$ cat config.mk
export PLATFORM = sky130hd
export DESIGN_NAME = knn_ctrl
export DESIGN_NICKNAME = d
export VERILOG_FILES = /design/src/rtl/knn_ctrl.sv
export SDC_FILE = /design/constraint.sdc
export NUM_CORES = 1
export LEC_CHECK = 0
export ABC_CLOCK_PERIOD_IN_PS = 4560
export CAP_MARGIN = 20
export CORE_AREA = 5 5 42 44
export CTS_CLUSTER_SIZE = 30
export DETAILED_ROUTE_END_ITERATION = 12
export DIE_AREA = 0 0 47 49
export GPL_ROUTABILITY_DRIVEN = 0
export PLACE_DENSITY = 0.67
export SETUP_SLACK_MARGIN = 0.4
export SYNTH_ARGS = -nofsm -noshare
export SYNTH_HDL_FRONTEND = slang
export SYNTH_SLANG_ARGS = --single-unit
$ cat constraint.sdc
create_clock -name clk_i -period 4.56 [get_ports clk_i]
set_input_delay 0.456 -clock clk_i [delete_from_list [all_inputs] [get_ports clk_i]]
set_output_delay 0.456 -clock clk_i [all_outputs]
set_load 0.03 [all_outputs]
$ cat src/rtl/knn_ctrl.sv
// knn_ctrl: sequencing controller for the KNN distance datapath.
// Walks every test point against every data point. It drives the data-memory
// read strobe and indices, and issues en_dist/rst_dist to the distance core
// with a fixed 1-cycle memory latency. Between test points it handshakes with
// the K-nearest list block.
// Optional build macro KNN_CTRL_PERF_EN adds the perf_cycles_o/perf_stall_o
// saturating counters.
module knn_ctrl #(
   parameter  int NBR_TESTP = 4,
   parameter  int NBR_DATAP = 4,
   localparam int TP_W      = (NBR_TESTP > 1) ? $clog2(NBR_TESTP) : 1,
   localparam int DP_W      = (NBR_DATAP > 1) ? $clog2(NBR_DATAP) : 1
) (
   input  logic            clk_i,
   input  logic            rst_ni,
   input  logic            start_i,
   input  logic            abort_i,
   input  logic            list_rdy_i,
   output logic            busy_o,
   output logic            done_o,
   output logic [TP_W-1:0] test_idx_o,
   output logic [DP_W-1:0] data_idx_o,
   output logic            rd_en_o,
   output logic            en_dist_o,
   output logic            rst_dist_o,
   output logic            last_dp_o,
`ifdef KNN_CTRL_PERF_EN
   output logic [31:0]     perf_cycles_o,
   output logic [31:0]     perf_stall_o,
`endif
   output logic            testp_done_o
);

   localparam logic [TP_W-1:0] TP_LAST = TP_W'(NBR_TESTP - 1);
   localparam logic [DP_W-1:0] DP_LAST = DP_W'(NBR_DATAP - 1);

   typedef enum logic [2:0] {
      S_IDLE  = 3'd0,
      S_SETUP = 3'd1,
      S_RUN   = 3'd2,
      S_DRAIN = 3'd3,
      S_WAIT  = 3'd4,
      S_DONE  = 3'd5
   } state_t;

   state_t          state_q, state_d;
   logic [TP_W-1:0] test_idx_q, test_idx_d;
   logic [DP_W-1:0] data_idx_q, data_idx_d;
   logic            busy_q, done_q, rd_en_q, rst_dist_q;
   logic            en_dist_q, last_dp_q;
   logic            abort_s;
   logic            testp_done_s;

   // abort only acts outside IDLE; in IDLE it is a no-op
   assign abort_s = abort_i & (state_q != S_IDLE);

   // Next-state, index update and test-point handshake
   always_comb begin
      state_d      = state_q;
      test_idx_d   = test_idx_q;
      data_idx_d   = {DP_W{1'b0}};
      testp_done_s = 1'b0;
      if (abort_s) begin
         state_d    = S_IDLE;
         test_idx_d = {TP_W{1'b0}};
      end else begin
         case (state_q)
            S_IDLE: begin
               test_idx_d = {TP_W{1'b0}};
               if (start_i && !abort_i) begin
                  state_d = S_SETUP;
               end else begin
                  state_d = S_IDLE;
               end
            end
            S_SETUP: begin
               state_d = S_RUN;
            end
            S_RUN: begin
               if (data_idx_q == DP_LAST) begin
                  state_d = S_DRAIN;
               end else begin
                  data_idx_d = data_idx_q + DP_W'(1);
               end
            end
            S_DRAIN: begin
               state_d = S_WAIT;
            end
            S_WAIT: begin
               if (list_rdy_i) begin
                  testp_done_s = 1'b1;
                  if (test_idx_q == TP_LAST) begin
                     state_d = S_DONE;
                  end else begin
                     test_idx_d = test_idx_q + TP_W'(1);
                     state_d    = S_SETUP;
                  end
               end else begin
                  state_d = S_WAIT;
               end
            end
            S_DONE: begin
               test_idx_d = {TP_W{1'b0}};
               state_d    = S_IDLE;
            end
            default: begin
               test_idx_d = {TP_W{1'b0}};
               state_d    = S_IDLE;
            end
         endcase
      end
   end

   // State, indices and state-decoded strobes, registered from next state
   always_ff @(posedge clk_i) begin
      if (!rst_ni) begin
         state_q    <= S_IDLE;
         test_idx_q <= {TP_W{1'b0}};
         data_idx_q <= {DP_W{1'b0}};
         busy_q     <= 1'b0;
         done_q     <= 1'b0;
         rd_en_q    <= 1'b0;
         rst_dist_q <= 1'b0;
      end else begin
         state_q    <= state_d;
         test_idx_q <= test_idx_d;
         data_idx_q <= data_idx_d;
         busy_q     <= (state_d == S_SETUP) || (state_d == S_RUN) ||
                       (state_d == S_DRAIN) || (state_d == S_WAIT);
         done_q     <= (state_d == S_DONE);
         rd_en_q    <= (state_d == S_RUN);
         rst_dist_q <= (state_d == S_SETUP);
      end
   end

   // Memory-latency pipeline: en_dist/last_dp trail rd_en by one cycle, squashed on abort
   always_ff @(posedge clk_i) begin
      if (!rst_ni) begin
         en_dist_q <= 1'b0;
         last_dp_q <= 1'b0;
      end else begin
         en_dist_q <= rd_en_q & ~abort_s;
         last_dp_q <= rd_en_q & (data_idx_q == DP_LAST) & ~abort_s;
      end
   end

`ifdef KNN_CTRL_PERF_EN
   logic [31:0] perf_cycles_q, perf_stall_q;

   // Saturating activity/stall counters, cleared when a run is accepted
   always_ff @(posedge clk_i) begin
      if (!rst_ni) begin
         perf_cycles_q <= 32'd0;
         perf_stall_q  <= 32'd0;
      end else if ((state_q == S_IDLE) && start_i && !abort_i) begin
         perf_cycles_q <= 32'd0;
         perf_stall_q  <= 32'd0;
      end else begin
         if (busy_q && (perf_cycles_q != 32'hFFFF_FFFF)) begin
            perf_cycles_q <= perf_cycles_q + 32'd1;
         end else begin
            perf_cycles_q <= perf_cycles_q;
         end
         if ((state_q == S_WAIT) && !list_rdy_i && (perf_stall_q != 32'hFFFF_FFFF)) begin
            perf_stall_q <= perf_stall_q + 32'd1;
         end else begin
            perf_stall_q <= perf_stall_q;
         end
      end
   end

   assign perf_cycles_o = perf_cycles_q;
   assign perf_stall_o  = perf_stall_q;
`endif

   assign busy_o       = busy_q;
   assign done_o       = done_q;
   assign test_idx_o   = test_idx_q;
   assign data_idx_o   = data_idx_q;
   assign rd_en_o      = rd_en_q;
   assign rst_dist_o   = rst_dist_q;
   assign en_dist_o    = en_dist_q;
   assign last_dp_o    = last_dp_q;
   // The list accepts a test point in the same cycle list_rdy is seen
   assign testp_done_o = testp_done_s & rst_ni;

endmodule

==> impl_metrics.py <==
metrics = {
    "synth": {
        "ys_ff_latch": 13,
        "async_flop_share_pct": 0,
        "synth_area_sq_um": 552,
        "yosysTopAreaCell": "dfxtp_1",
        "ys_types": 28,
        "syn_area_per_cell_sq_um": 10.0,
        "netlist.area_leader.share_pct": 47.2,
        "synth_xor_area_share_pct": 1.59,
        "synth-adder-area-share_pct": 4.54,
        "synth_top_family_by_area": "simple AND/OR/NAND/NOR gates",
        "synth_edf_count": 0,
        "synth-simple-area-share_pct": 25.4,
        "syn_nets": 62,
        "yosys_warnings": 0,
        "ys_top_cells_by_count": "dfxtp_1, nor2_1, and3_1, nor2b_1",
        "synth.area.top_cells": "dfxtp_1, nor2_1, ha_1, o31ai_4, and3_1",
        "synth_flop_cell": "dfxtp_1",
        "ys_seq_area_share_pct": 47.2,
        "synth.most_common_cell": "dfxtp_1",
        "syn-instance-count": 55,
        "synthMuxAreaShare_pct": 4.54,
        "synth_compound_area_share_pct": 13.6,
    },
    "drt": {
        "wl_per_cell_um": 12.0,
        "drc": 0,
        "drt-initial-drc-count": 0,
        "drt-total-wl_um": 1060,
        "firstDrtPassIters": 1,
        "route.antenna.remaining_nets": 0,
        "via_per_inst": 5.05,
        "vias": 444,
    },
    "worst_setup_path": {
        "slowest_stage": "clkdlybuf4s50_1",
        "cp_common_cell": "clkdlybuf4s50_1",
        "cp_max_fo": 6,
        "required_ps": 4100,
        "setup.worst_path.end_class": "output port",
        "path_cells": "clkdlybuf4s50_1, o31ai_1, nand2_1, nor2_1, clkdlybuf4s50_1",
        "cp_num_buf_inv": 2,
        "worstSetupStartpointType": "primary input",
        "cp_top_family": "buffers and inverters",
        "r2r_setup_slack_ps": 3000,
        "cpPeakStageDelay_ps": 670,
        "crit_type": "primary input to output port",
        "worstPathArrival_ps": 2030,
    },
    "global_route": {
        "grt_max_degree": 9,
        "groute.layer.met1.usage_pct": 12.7,
        "grt.total_usage_pct": 11.2,
        "grt_pass1_wl_um": 1830,
        "overflow": 0,
        "grt_use_met3_pct": 5.54,
        "grt_pass1_vias": 455,
        "antenna_found_initial": 0,
        "met2_usage_pct": 17.2,
        "grt.busiest_layer": "met2",
    },
    "sta": {
        "final_hold_viol_count": 0,
        "hold_ws_ps": 463,
        "fin_crit_sh_pct": 54.6,
        "min_period_ps": 2490,
        "final.setup.tns_ps": 0,
        "grt_setup_unrepaired": "false",
        "fmax_mhz": 402,
        "max_slew.worst_pin.slew_ps": 310,
        "setup-violations-final": 0,
        "slew_headroom_pct": 79.2,
        "fin_ws_ps": 2070,
        "maxSlewViolCount": 0,
        "skew_ps": 3.42,
    },
    "flow_run": {
        "maxCapViolCount": 0,
    },
    "power_and_ir_drop": {
        "p_per_area_mw_per_mm2": 276,
        "leakagePower_nw": 0.318,
        "ir_drop_uv": 194,
    },
    "clock_network": {
        "clock_sinks": 13,
        "cts_tree": "yes",
        "cts.htree.levels": 1,
        "clock_path_buffers": 2,
        "postCtsSetupBuffers": 0,
        "clk_root_buffer_cell": "clkbuf_4",
        "cts_resized": 0,
        "clkLatencyLatePin_ps": 270,
        "cts_buffers": 3,
        "cts_hold_buf": 0,
        "clk_pin_slew_ps": 70,
    },
    "place": {
        "hpwl_um": 808,
        "post-place-ws_ps": 2060,
        "port_buffers": 15,
    },
    "final_layout": {
        "syn_to_final_growth_pct": 33.8,
        "n_antenna_cell": 0,
        "final_nets": 80,
        "final_util_pct": 52.7,
        "drive_gt1_share_pct": 9.72,
    },
    "worst_hold_path": {
        "hold_class": "flip-flop to flip-flop",
    },
    "run_status": {
        "status": "completed",
    },
    "floorplan": {
        "fp-row-count": 14,
        "io_pins": 16,
        "core_sq_mm": 0.00140,
        "fp.dieH_um": 49,
        "die_w_um": 47,
        "initial_utilization_pct": 39.4,
        "dieArea_sq_mm": 0.00230,
    },
}
==> sequential cells by signal, summed over array words and instances (netlist names) <==
register	flops
busy_o	1
data_idx_o	2
done_o	1
en_dist_o	1
last_dp_o	1
rd_en_o	1
rst_dist_o	1
state_q	3
test_idx_o	2
==> layer usage <==
layer / vias to the layer above / share of wire [%]
met3: 2 / 7.8
met1: 198 / 43
li1: 231 / -
met2: 13 / 48
met5: - / 0
met4: 0 / 1.0
==> report_power, final <==
part / total [W] / leakage, nW / internal [W] / switching (W)
logic: 0.0000189 / 0.198 / 0.00000942 / 0.00000952
clock network: 0.0000683 / 0.0150 / 0.0000339 / 0.0000344
registers: 0.000117 / 0.105 / 0.000115 / 0.00000156
==> area by class of cell <==
class	count	area, sq um
multi-input combinational	38	274
sequential	13	260
inverter	2	7.51
tap	16	20.0
fill	148	663
timing repair buffer	15	150
clock buffer	4	26.3
==> metrics by stage <==
step / std cells / instance area, sq um / total power [W]
after floorplan: 55 / 552 / 0.000130
after global placement: 84 / 712 / 0.000139
after detailed placement: 84 / 712 / 0.000139
after CTS: 88 / 738 / 0.000209
after global routing: 88 / 738 / 0.000217
final: 88 / 738 / 0.000204
==> worst paths after layout <==
path,from,endpoint,depth (start not counted)
min,data_idx_o[0],data_idx_o[0],1
min reg2reg,data_idx_o[0],data_idx_o[0],1
max reg2reg,state_q[1],busy_o,4
max,abort_i,testp_done_o,5
==> layout by cell type (no fill, tap or decap), types with 2 or more instances in the layout <==
| master | instances |
|---|---|
| inv_1 | 2 |
| nor2b_1 | 3 |
| nand2_1 | 2 |
| clkdlybuf4s50_1 | 15 |
| dfxtp_1 | 13 |
| nor2_1 | 8 |
| clkbuf_4 | 3 |
| and3_1 | 3 |
| ha_1 | 2 |
==> cells by family (layout without fill, tap and decap cells) <==
kind of cell / after synthesis / count (layout)
AO/OA/AOI/OAI: 9 / 9
XOR/XNOR: 1 / 1
adder cells (fa/ha/maj): 2 / 2
buffers and inverters: 4 / 21
flip-flops: 13 / 13
multiplexers: 2 / 2
AND/OR/NAND/NOR: 24 / 24
No activity file was read; power rests on OpenSTA's default activity.
